### config.mk
export PLATFORM = sky130hd
export DESIGN_NAME = led_pwm_ctrl
export DESIGN_NICKNAME = d
export VERILOG_FILES = /design/src/rtl/led_pwm_pkg.sv /design/src/rtl/led_pwm_channel.sv /design/src/rtl/led_pwm_ctrl.sv
export SDC_FILE = /design/constraint.sdc
export NUM_CORES = 1
export LEC_CHECK = 0
export CAP_MARGIN = 20
export CELL_PAD_IN_SITES_DETAIL_PLACEMENT = 0
export CELL_PAD_IN_SITES_GLOBAL_PLACEMENT = 2
export CORE_UTILIZATION = 39
export DETAILED_ROUTE_END_ITERATION = 7
export HOLD_SLACK_MARGIN = 0.15
export PLACE_DENSITY_LB_ADDON = 0.3
export SYNTH_ARGS = -nofsm -noshare
export SYNTH_HDL_FRONTEND = slang
export SYNTH_SLANG_ARGS = --single-unit
### constraint.sdc
create_clock -name clk -period 10.7 [get_ports clk]
set_input_delay 3.21 -clock clk [delete_from_list [all_inputs] [get_ports clk]]
set_output_delay 3.21 -clock clk [all_outputs]
set_load 0.01 [all_outputs]
### src/rtl/led_pwm_pkg.sv
// Shared constants for the led_pwm_ctrl register block: word offsets, CTRL bit layout,
// read latency and the address decoder used by the top level.
package led_pwm_pkg;

    localparam int unsigned CTRL_ADDR    = 0;
    localparam int unsigned ON_ADDR      = 1;
    localparam int unsigned BLINK_ADDR   = 2;
    localparam int unsigned PERIOD_ADDR  = 3;
    localparam int unsigned DUTY_BASE    = 4;

    localparam int unsigned CTRL_EN_BIT  = 0;
    localparam int unsigned READ_LATENCY = 1;

    typedef enum logic [2:0] {
        SEL_NONE,
        SEL_CTRL,
        SEL_ON,
        SEL_BLINK,
        SEL_PERIOD,
        SEL_DUTY
    } reg_sel_e;

    function automatic reg_sel_e decode_addr(input int unsigned addr, input int unsigned num_leds);
        if (addr == CTRL_ADDR)   return SEL_CTRL;
        if (addr == ON_ADDR)     return SEL_ON;
        if (addr == BLINK_ADDR)  return SEL_BLINK;
        if (addr == PERIOD_ADDR) return SEL_PERIOD;
        if (addr >= DUTY_BASE && addr < DUTY_BASE + num_leds) return SEL_DUTY;
        return SEL_NONE;
    endfunction

endpackage

### src/rtl/led_pwm_channel.sv
// One LED channel: duty shadow register, PWM comparator and registered output.
// With LED_PWM_FADE_EN defined the shadow steps by one toward the target on each wrap.
module led_pwm_channel #(
    parameter int unsigned PWM_BITS = 8
) (
    input  logic                clk,
    input  logic                reset,
    input  logic                wrap,
    input  logic                enable,
    input  logic                on_mask,
    input  logic                blink_mask,
    input  logic                phase,
    input  logic [PWM_BITS-1:0] pwm_cnt,
    input  logic [PWM_BITS-1:0] duty,
    output logic                led
);

    logic [PWM_BITS-1:0] active_duty;
    logic                on;

    // The shadow only moves at a period boundary so a period never mixes two duties.
    always_ff @(posedge clk or posedge reset) begin
        if (reset) begin
            active_duty <= '0;
        end else if (wrap) begin
`ifdef LED_PWM_FADE_EN
            if (active_duty < duty)
                active_duty <= active_duty + 1'b1;
            else if (active_duty > duty)
                active_duty <= active_duty - 1'b1;
`else
            active_duty <= duty;
`endif
        end
    end

    always_comb begin
        on = enable & on_mask
           & ((&active_duty) | (pwm_cnt < active_duty))
           & (~blink_mask | phase);
    end

    always_ff @(posedge clk or posedge reset) begin
        if (reset)
            led <= 1'b0;
        else
            led <= on;
    end

endmodule

### src/rtl/led_pwm_ctrl.sv
// Avalon-MM LED controller: register file, prescaler, shared PWM counter and blink timer,
// feeding one led_pwm_channel per LED. Optional duty fading is enabled by LED_PWM_FADE_EN.
module led_pwm_ctrl
    import led_pwm_pkg::*;
#(
    parameter  int unsigned NUM_LEDS   = 8,
    parameter  int unsigned PWM_BITS   = 8,
    parameter  int unsigned PRESCALE   = 195,
    parameter  int unsigned BLINK_BITS = 16,
    localparam int unsigned ADDR_W     = $clog2(4 + NUM_LEDS)
) (
    input  logic              clk,
    input  logic              reset,
    input  logic [ADDR_W-1:0] avs_address,
    input  logic              avs_read,
    output logic [31:0]       avs_readdata,
    input  logic              avs_write,
    input  logic [31:0]       avs_writedata,
    output logic [NUM_LEDS-1:0] leds
);

    localparam int unsigned PS_W = (PRESCALE > 1) ? $clog2(PRESCALE) : 1;

    logic                  ctrl_en;
    logic [NUM_LEDS-1:0]   on_mask;
    logic [NUM_LEDS-1:0]   blink_mask;
    logic [BLINK_BITS-1:0] blink_period;
    logic [PWM_BITS-1:0]   duty [NUM_LEDS];

    logic [PS_W-1:0]       presc_cnt;
    logic [PWM_BITS-1:0]   pwm_cnt;
    logic [BLINK_BITS-1:0] blink_cnt;
    logic                  phase;
    logic                  tick;
    logic                  wrap;

    reg_sel_e              sel;
    logic                  wr_ctrl, wr_on, wr_blink, wr_period;
    logic [NUM_LEDS-1:0]   wr_duty;
    logic [31:0]           read_value;
    logic                  unused_wdata;

    assign unused_wdata = ^avs_writedata;

    always_comb begin
        sel       = decode_addr(32'(avs_address), NUM_LEDS);
        wr_ctrl   = avs_write && (sel == SEL_CTRL);
        wr_on     = avs_write && (sel == SEL_ON);
        wr_blink  = avs_write && (sel == SEL_BLINK);
        wr_period = avs_write && (sel == SEL_PERIOD);
        for (int unsigned i = 0; i < NUM_LEDS; i++)
            wr_duty[i] = avs_write && (avs_address == ADDR_W'(DUTY_BASE + i));
    end

    always_comb begin
        read_value = '0;
        case (sel)
            SEL_CTRL:   read_value[CTRL_EN_BIT] = ctrl_en;
            SEL_ON:     read_value = 32'(on_mask);
            SEL_BLINK:  read_value = 32'(blink_mask);
            SEL_PERIOD: read_value = 32'(blink_period);
            SEL_DUTY: begin
                for (int unsigned i = 0; i < NUM_LEDS; i++)
                    if (avs_address == ADDR_W'(DUTY_BASE + i))
                        read_value = 32'(duty[i]);
            end
            default:    read_value = '0;
        endcase
    end

    always_ff @(posedge clk or posedge reset) begin
        if (reset) begin
            ctrl_en      <= 1'b0;
            on_mask      <= '0;
            blink_mask   <= '0;
            blink_period <= '0;
            for (int unsigned i = 0; i < NUM_LEDS; i++)
                duty[i] <= '0;
        end else begin
            if (wr_ctrl)   ctrl_en      <= avs_writedata[CTRL_EN_BIT];
            if (wr_on)     on_mask      <= avs_writedata[NUM_LEDS-1:0];
            if (wr_blink)  blink_mask   <= avs_writedata[NUM_LEDS-1:0];
            if (wr_period) blink_period <= avs_writedata[BLINK_BITS-1:0];
            for (int unsigned i = 0; i < NUM_LEDS; i++)
                if (wr_duty[i]) duty[i] <= avs_writedata[PWM_BITS-1:0];
        end
    end

    // read_value is taken from the pre-edge registers, so a same-cycle write reads back old data.
    always_ff @(posedge clk or posedge reset) begin
        if (reset)
            avs_readdata <= '0;
        else if (avs_read)
            avs_readdata <= read_value;
    end

    assign tick = (presc_cnt == PS_W'(PRESCALE - 1));
    assign wrap = tick & (&pwm_cnt);

    always_ff @(posedge clk or posedge reset) begin
        if (reset) begin
            presc_cnt <= '0;
            pwm_cnt   <= '0;
        end else begin
            presc_cnt <= tick ? '0 : presc_cnt + 1'b1;
            if (tick) pwm_cnt <= pwm_cnt + 1'b1;
        end
    end

    always_ff @(posedge clk or posedge reset) begin
        if (reset) begin
            blink_cnt <= '0;
            phase     <= 1'b1;
        end else if (wr_period || blink_period == '0) begin
            blink_cnt <= '0;
            phase     <= 1'b1;
        end else if (wrap) begin
            if (blink_cnt == blink_period - 1'b1) begin
                blink_cnt <= '0;
                phase     <= ~phase;
            end else begin
                blink_cnt <= blink_cnt + 1'b1;
            end
        end
    end

    for (genvar g = 0; g < NUM_LEDS; g++) begin : g_ch
        led_pwm_channel #(
            .PWM_BITS(PWM_BITS)
        ) u_ch (
            .clk        (clk),
            .reset      (reset),
            .wrap       (wrap),
            .enable     (ctrl_en),
            .on_mask    (on_mask[g]),
            .blink_mask (blink_mask[g]),
            .phase      (phase),
            .pwm_cnt    (pwm_cnt),
            .duty       (duty[g]),
            .led        (leds[g])
        );
    end

endmodule

-- After elaboration in Yosys (flattened, before gate mapping)
Cells that the tools add are included.
- shift-type cells: 0
- magnitude comparators: 10
- bitwise operators: 50
- add/subtract/negate cells: 4
- muxes and demuxes: 42
- divide/modulo/power cells: 0
- reduce and logical (&&, ||, !) cells: 28
- equal/unequal tests: 18
- $mul: 0
- operator list (operator ; count):
    32-bit 2-to-1 mux ; 7
    31-bit one-hot mux with 4 select lines ; 1
    8-bit AND reduction ; 9
    8-bit < comparator ; 8
    16-bit 2-to-1 mux ; 3
    3-bit 2-to-1 mux ; 10
    1-bit AND ; 25
    1-bit 2-to-1 mux ; 18
    16-bit by 1-bit adder with 16-bit output (second input constant) ; 1
    8-bit by 1-bit adder with 8-bit output (second input constant) ; 2
    16-bit == test ; 1
    4-bit by 3-bit == test with 1-bit output (second input constant) ; 4
    4-bit == test (second input constant) ; 4
    16-bit logical NOT ; 1
    8-bit 2-to-1 mux ; 2
    1-bit bitwise OR ; 16
    16-bit by 1-bit subtractor with 16-bit output (second input constant) ; 1
    1-bit logical AND ; 13
    1-bit inverter ; 9
    4-bit by 2-bit == test with 1-bit output (second input constant) ; 2
    8-bit == test (second input constant) ; 1
    3-bit by 2-bit == test with 1-bit output (second input constant) ; 2
    3-bit == test (second input constant) ; 2
    1-bit one-hot mux with 5 select lines ; 1
    8 further kinds ; 9
- bits of input ports: 40
- bits in writable memories: 0
- bits in read-only memories: 0
- latch bits: 0
- output and inout bits: 40
- memories kept: 0
- register bits after elaboration: 234

-- Depth between registers and ports, before layout
Gate-level depths: netlist of the first run.
- word-level depth: 22
- mapped depth: 12

-- Hierarchy
Synthesis of the first run repeated with hierarchy kept, for this count alone.
- cell total of the unflattened synthesis: 1062
- area, all modules: 11449.7 µm²
- by module, submodules not included (module ; area each (µm²) ; times used ; cells an instance ; seq. area each (µm²)):
    led_pwm_ctrl ; 7325.8 ; 1 ; 606 ; 3654.8
    led_pwm_channel ; 515.5 ; 8 ; 57 ; 225.2

-- Least setup slack after synthesis of the first run
Ideal clock, no wire load.
- path kind: input to register
- start: input avs_address[0]
- end: register avs_readdata[1]
- path buffers: 2
- required time: 10.565 ns
- library setup time: 0.135 ns
- arrival: 5.041 ns
- stages: 7
- setup slack: 5.524 ns
- cell sequence: clkbuf_1 buf_1 mux4_2 a22oi_1 o21ai_0 nand2_1 o21ai_0
- word-level cells in the longest chain between the ends: 14
- elaborated cells between the ends (all ways): 52
- classes of those cells: order compare (2); eq/ne (15); mux (33); reduce/logical (2)
- ends and longest elaborated chain (what ; RTL line ; text):
    from (decl) ; led_pwm_ctrl.sv:14 ; input logic [ADDR_W-1:0] avs_address,
    4-bit by 3-bit greater-or-equal comparator with 1-bit output or 4-bit < comparator (tied branches) ; led_pwm_pkg.sv:28 ; if (addr >= DUTY_BASE && addr < DUTY_BASE + num_leds) return SEL_DUTY;
    1-bit logical AND ; led_pwm_pkg.sv:28 ;
    1-bit 2-to-1 mux (2 in a row) ; led_pwm_pkg.sv:28 ;
    1-bit 2-to-1 mux ; led_pwm_pkg.sv:27 ; if (addr == PERIOD_ADDR) return SEL_PERIOD;
    1-bit 2-to-1 mux ; led_pwm_pkg.sv:26 ; if (addr == BLINK_ADDR) return SEL_BLINK;
    1-bit 2-to-1 mux ; led_pwm_pkg.sv:25 ; if (addr == ON_ADDR) return SEL_ON;
    3-bit 2-to-1 mux ; led_pwm_pkg.sv:29 ; return SEL_NONE;
    3-bit 2-to-1 mux ; led_pwm_pkg.sv:28 ;
    3-bit 2-to-1 mux ; led_pwm_pkg.sv:27 ;
    3-bit 2-to-1 mux ; led_pwm_pkg.sv:26 ;
    3-bit 2-to-1 mux ; led_pwm_pkg.sv:25 ;
    3-bit == test or 3-bit by 2-bit == test with 1-bit output (tied branches) ; led_pwm_ctrl.sv:57 ; case (sel)
    31-bit one-hot mux with 4 select lines * ; led_pwm_ctrl.sv:57 ;
    to (signal assigned) ; led_pwm_ctrl.sv:94 ; avs_readdata <= read_value;
    to (decl) ; led_pwm_ctrl.sv:16 ; output logic [31:0] avs_readdata,
Mark *: on every way between the ends. The rest lies on a longest branch, timed or not. The select of a mux whose other input is x is not followed.
A chain may end at the register's enable or synchronous reset.

-- Final worst setup path of the first run
- start: input avs_address[2]
- end: register on_mask[2]
- word-level cells in the longest chain between the ends: 14
- elaborated cells between the ends (all ways): 33
- classes of those cells: order compare (2); eq/ne (4); mux (24); reduce/logical (3)
- ends and longest elaborated chain (what ; RTL line ; text):
    4-bit by 3-bit greater-or-equal comparator with 1-bit output or 4-bit < comparator (tied branches) ; led_pwm_pkg.sv:28 ;
    1-bit logical AND ; led_pwm_pkg.sv:28 ;
    1-bit 2-to-1 mux (2 in a row) ; led_pwm_pkg.sv:28 ;
    1-bit 2-to-1 mux ; led_pwm_pkg.sv:27 ;
    1-bit 2-to-1 mux ; led_pwm_pkg.sv:26 ;
    1-bit 2-to-1 mux ; led_pwm_pkg.sv:25 ;
    3-bit 2-to-1 mux ; led_pwm_pkg.sv:29 ;
    3-bit 2-to-1 mux ; led_pwm_pkg.sv:28 ;
    3-bit 2-to-1 mux ; led_pwm_pkg.sv:27 ;
    3-bit 2-to-1 mux ; led_pwm_pkg.sv:26 ;
    3-bit 2-to-1 mux * ; led_pwm_pkg.sv:25 ;
    3-bit by 2-bit == test with 1-bit output * ; led_pwm_ctrl.sv:48 ; wr_on = avs_write && (sel == SEL_ON);
    1-bit logical AND * ; led_pwm_ctrl.sv:48 ;
    to (signal assigned) ; led_pwm_ctrl.sv:81 ; if (wr_on) on_mask <= avs_writedata[NUM_LEDS-1:0];
    to (decl) ; led_pwm_ctrl.sv:25 ; logic [NUM_LEDS-1:0] on_mask;
Marked as above.

==> results.ini, run 1 <==
[floorplanning]
initial_core_util_pct=39.7
num_rows=63
boundaryPins=80
die_area_sq_um=30900
die_height_um=176
die_w_um=176
core_area_sq_um=29600

[drt]
drtAntennaViolNets=0
dr.pass1.iters=5
wire_per_inst_um=20.2
drcViolationCount=0
dr_total_vias=8065
routed_wirelength_mm=31.0
drt_iter0_drc=437
viasPerCell=5.25

[timing]
fmax_mhz=191
slew_headroom_pct=36.5
finalSetupViolCount=0
clock_skew_ns=0.0107
tns_ns=0
rsz0062_at_grt=false
worst_slew_pin_slew_ns=0.950
maxSlewViolCount=0
fin_crit_sh_pct=48.9
hold_viol_final=0
fin_crit_ns=5.23

[worst_setup_path]
crit_path_frequent_cell=nand2_1
cp_num_cells=7
cp-start-kind=input pin
crit_fanout=8
slowest_delay_ns=0.54
rrSetupSlack_ns=7.17
critPathKind=in -> reg
r2r_start=presc_cnt[4]
crit_path_end_kind=flop
worstPathCellList=clkdlybuf4s50_1 -> inv_1 -> ha_1 -> nand2_1 -> nor2_1 -> nand2_1 -> mux2_2
crit_buf_inv=2
cp_top_family=simple AND/OR/NAND/NOR gates
r2r_end=blink_cnt[9]
crit_arrival_ns=5.63
slowest_stage=nor2_1
critPathRequiredTime_ns=11.11
reg2reg_depth=9

[cells_and_area]
final_cell_mix=dfrtp_1 (217), nand2_1 (132), mux2_2 (99)
final_core_util_pct=44.6
layout-drive-gt1-share_pct=16.7
multi_input_area_sq_um=5580
layout.nets=1232
instances_no_fill=1535
n_fill_cell=2809
syn_to_final_growth_pct=12.2
n_antenna_cell=0
layout_commonest_cell=dfrtp_1
seqCellArea_sq_um=5460

[clocking]
cts_buffer_depth=3
cts_tree=done
cts.sinks=218
cts_hold_buf=0
clk-insertion-delay-late_ns=0.53
cts.reportedPaths.clkPinSlew_ns=0.06
cts.repair.resized=0
htree_levels=1
cts_buffers=26
postCtsSetupBuffers=0
cts_root_buf=clkbuf_16

[power_and_ir_drop]
power.total_w=0.00216
vdd_drop_max_uv=105
p_leak_nw=5.63
p_per_area_nw_per_um2=164

[synthesis]
ys_seq_area_share_pct=46.4
synth_top_area_share_pct=46.2
yosys.area.top_type=dfrtp_1
synth_area_leaders=dfrtp_1 (46%), mux2_2 (9.5%), ha_1 (6.9%)
synth_cell_types=75
synth_edf_count=0
synthArstFlopShare_pct=100
ys_warn_count=0
postSynthAreaPerCell_sq_um=10.6
synth-seq-cells=218
synthesis.area_sq_um=11800
synth_cells=1110
ys.flop_type=dfrtp_1

[grt]
grt_max_degree=102
antenna_found_initial=0
grt_pass1_vias=7936
track_usage_pct=20.6
grt_pass1_wl_mm=48.2
grt_overflow=0

[min_path]
hp-class=reg -> reg
holdCritStartpoint=presc_cnt[7]
whs_path_depth=1
min_to=presc_cnt[7]

[run_status]
status=finished, final reports clean

[run]
cap_violations=0

[placed_design]
dpl.hpwl_mm=22.1
io_buffers=47
place_congestion=0.771
dp.cells=1489

## routing by layer
layer | wire length [um] | global-route usage (%) | vias up
li1 | - | - | 3886
met4 | 656 | 5.00 | 0
met2 | 13600 | 31.4 | 118
met5 | 0 | 0 | -
met1 | 15800 | 31.0 | 4022
met3 | 949 | 2.23 | 39
## report_power, final
group	total, W	leakage, nW	internal [W]	switching [W]
sequential	0.00103	2.87	0.000913	0.000122
clock	0.000856	0.425	0.000512	0.000344
combinational	0.000272	2.34	0.000148	0.000124
total	0.00216	5.63	0.00157	0.000590
## synthesized netlist by cell type (all sizes together) (9+ instances only)
library cell  number
or3               12
xor2              11
nand2b            17
a21o              32
a21oi             33
nand2            133
dfrtp            217
and3               9
clkbuf            35
inv               84
o21bai             9
o21ai             94
xnor2             22
nand4             23
nand3             28
o2111a             9
mux2             100
a22oi              9
ha                65
buf               43
a211oi            10
mux4              17
nor2              32
## registers in the layout, summed over array words and instances (netlist names)
name                   cells
avs_readdata              16
blink_cnt                 16
blink_mask                 8
blink_period              16
ctrl_en                    1
duty                      64
g_ch.u_ch.active_duty     64
g_ch.u_ch.led              8
on_mask                    8
phase                      1
presc_cnt                  8
pwm_cnt                    8
## layout make-up
| cell class | instances | share of cell area [%] |
|---|---|---|
| multi-input cells | 744 | 42.3 |
| inverters | 84 | 2.44 |
| clock inverters | 8 | 0.332 |
| clock buffers | 38 | 6.04 |
| flip-flops and latches | 218 | 41.3 |
| well taps | 390 | 3.70 |
| repair buffers | 53 | 3.90 |
## through the flow
step                hold WS, ns  setup slack (ns)  area, sq um
finish                    0.494              5.47        13200
global route              0.526              5.29        13200
CTS                       0.498              5.51        13200
detailed placement        0.486              4.94        12400
global placement          0.482              5.00        12400
floorplan                 0.456              1.53        11800
## how the worst max path moves through the flow
stage	start	endpoint	slack, ns
6_report	avs_address[2]	on_mask[2]	5.47
5_1_grt	avs_address[2]	on_mask[2]	5.29
4_1_cts	avs_address[2]	on_mask[2]	5.51
3_5_place_dp	avs_address[2]	on_mask[2]	4.94
3_3_place_gp	avs_address[2]	on_mask[3]	5.00
2_1_floorplan	reset	avs_readdata[0]	1.53
## cells by family (layout without fill, tap and decap cells)
group / count (synthesis) / after routing / share of synthesized area, %
AOI/OAI and AO/OA: 217 / 217 / 11.8
muxes: 118 / 118 / 12.9
and+or+nand+nor: 295 / 295 / 12.6
xor gates and xnor gates: 33 / 33 / 2.46
buffers and inverters: 163 / 183 / 6.90
other: 1 / 16 / 0.0319
DFF: 218 / 218 / 46.4
adders and majority gates: 65 / 65 / 6.91
Note: power is estimated with default switching activity, not from simulation.
==> inputs of run 2 (changes only) <==
==> constraint.sdc (replaced) <==
create_clock -name clk -period 5.17 [get_ports clk]
set_input_delay 1.551 -clock clk [delete_from_list [all_inputs] [get_ports clk]]
set_output_delay 1.551 -clock clk [all_outputs]
set_load 0.01 [all_outputs]
==> results.ini, run 2 (synthesis results as in run 1) <==
[power_and_ir_drop]
p_comb_share_pct=12.5  ; was 12.6%
p_int_w=0.00333  ; was 0.00157 W
swShare_pct=26.9  ; was 27.3%
power_switching_w=0.00123  ; was 0.000590 W
sequentialPowerShare_pct=47.2  ; was 47.8%
power.total_w=0.00456  ; was 0.00216 W
vdd_drop_max_uv=230  ; was 105 uV
clockPowerShare_pct=40.3  ; was 39.6%
p_per_area_nw_per_um2=342  ; was 164 nW/um^2
p_leak_nw=5.69  ; was 5.63 nW

[timing]
fin_crit_sh_pct=70.8
hold_viol_final=0  ; unchanged
slew_headroom_pct=34.9  ; was 36.5%
maxSlewViolCount=0  ; unchanged
tns_ns=0  ; unchanged
worst_slew_pin_slew_ns=0.976  ; was 0.950 ns
fmax_mhz=273
rsz0062_at_grt=false  ; unchanged
finalSetupViolCount=0  ; unchanged
clock_skew_ns=0.0117  ; was 0.0107 ns
fin_crit_ns=3.66

[clocking]
cts_hold_buf=0  ; unchanged
clk-insertion-delay-late_ns=0.53  ; about the same
cts.repair.resized=0  ; unchanged
cts_buffers=26  ; unchanged
cts_root_buf=clkbuf_16  ; unchanged
cts.reportedPaths.clkPinSlew_ns=0.06  ; about the same
htree_levels=1  ; unchanged
postCtsSetupBuffers=0  ; unchanged
cts_buffer_depth=3  ; unchanged
cts_tree=done  ; unchanged
cts.sinks=218  ; unchanged

[drt]
drtAntennaViolNets=0  ; unchanged
dr_total_vias=8175  ; was 8065
drcViolationCount=0  ; unchanged
drt_iter0_drc=485  ; was 437
routed_wirelength_mm=31.7  ; was 31.0 mm
viasPerCell=5.29  ; was 5.25
wire_per_inst_um=20.5  ; was 20.2 um
dr.pass1.iters=5  ; unchanged

[grt]
grt_max_degree=94  ; was 102
track_usage_pct=21.3  ; was 20.6%
grt_pass1_vias=8277  ; was 7936
grt_pass1_wl_mm=50.0  ; was 48.2 mm
antenna_found_initial=0  ; unchanged
grt_overflow=0  ; unchanged

[cells_and_area]
n_antenna_cell=0  ; unchanged
layout-drive-gt1-share_pct=17.1  ; was 16.7%
final_core_util_pct=45.0  ; was 44.6%
layout.nets=1241  ; was 1232
layout_commonest_cell=dfrtp_1  ; unchanged
instances_no_fill=1546  ; was 1535
final_cell_mix=dfrtp_1 (217), nand2_1 (132), mux2_2 (99)  ; unchanged
reg_top3=duty x64, g_ch.u_ch.active_duty x64  ; unchanged
syn_to_final_growth_pct=13.4  ; was 12.2%

[placed_design]
io_buffers=47  ; unchanged
dpl.hpwl_mm=22.7  ; was 22.1 mm
place_congestion=0.816  ; was 0.771
dp.cells=1497  ; was 1489

[floorplanning]
initial_core_util_pct=39.7  ; unchanged
num_rows=63  ; unchanged
die_height_um=176  ; unchanged
die_area_sq_um=30900  ; unchanged
core_area_sq_um=29600  ; unchanged
die_w_um=176  ; unchanged
boundaryPins=80  ; unchanged

[worst_setup_path]
critPathKind=in -> reg  ; unchanged
crit_fanout=15  ; was 8
crit_path_end_kind=flop  ; unchanged
cp-start-kind=input pin  ; unchanged
critPathRequiredTime_ns=5.54  ; was 11.11 ns
crit_arrival_ns=4.03  ; was 5.63 ns

[run_status]
status=finished, final reports clean  ; unchanged

[run]
cap_violations=0  ; unchanged

[min_path]
hp-class=reg -> reg  ; unchanged

## run 2: cell types whose count changed in the layout (fill, tap and decap cells not counted), moves of 2 or more
cell and delta:
buf_4 +6, clkinv_2 -5, clkbuf_1 +4, buf_12 +3, clkinvlp_4 +2
## run 2: path summary, 6_finish.rpt
path | startpoint | endpoint | slack, ns | cells after the start
setup / recovery | avs_address[0] | avs_readdata[3] | 1.51 | 7
hold / removal | presc_cnt[7] | presc_cnt[7] | 0.49 | 1
setup reg to reg | presc_cnt[4] | g_ch[3].u_ch.active_duty[7] | 1.96 | 8
hold reg to reg | presc_cnt[7] | presc_cnt[7] | 0.49 | 1
max in group asynchronous | reset | blink_period[4] | 3.08 | 4
min in group asynchronous | reset | g_ch[7].u_ch.active_duty[0] | 1.54 | 3
## run 2: final cells by class
cell class              count  area (sq um)
clock inverters             5          56.3
inverters                  84           319
well taps                 390           488
fillers                  2898         16300
flip-flops and latches    218          5460
repair buffers             62           621
clock buffers              43           826
multi-input cells         744          5570
## run 2: power by group through the flow
| stage | sequential (W) | clock, W | combinational, W |
|---|---|---|---|
| 2_1_floorplan | 0.00203 | 0 | 0.000486 |
| 3_3_place_gp | 0.00218 | 0 | 0.000559 |
| 3_5_place_dp | 0.00218 | 0 | 0.000569 |
| 4_1_cts | 0.00215 | 0.00189 | 0.000572 |
| 5_1_grt | 0.00217 | 0.00196 | 0.000627 |
| 6_report | 0.00215 | 0.00184 | 0.000568 |
## run 2: routing by layer
metal  global-route usage (%)  share of wire, %
met1                     31.3                50
met2                     32.2                44
met3                     2.49               2.9
met4                     7.61               3.5
met5                        0                 0
## run 2: critical path, cell delays in order
cell	delay, ns
clkdlybuf4s50_1	0.98
buf_4	0.34
mux4_2	0.51
a22oi_1	0.31
o21ai_0	0.17
nand2_1	0.09
o21ai_0	0.07
## run 2: through the flow
step / hold slack, ns / area (sq um) / setup WS (ns)
3_3_place_gp: 0.487 / 12400 / 0.920
2_1_floorplan: 0.456 / 11800 / 0.780
3_5_place_dp: 0.490 / 12400 / 0.905
4_1_cts: 0.501 / 13300 / 1.46
5_1_grt: 0.514 / 13300 / 1.30
6_report: 0.491 / 13300 / 1.51
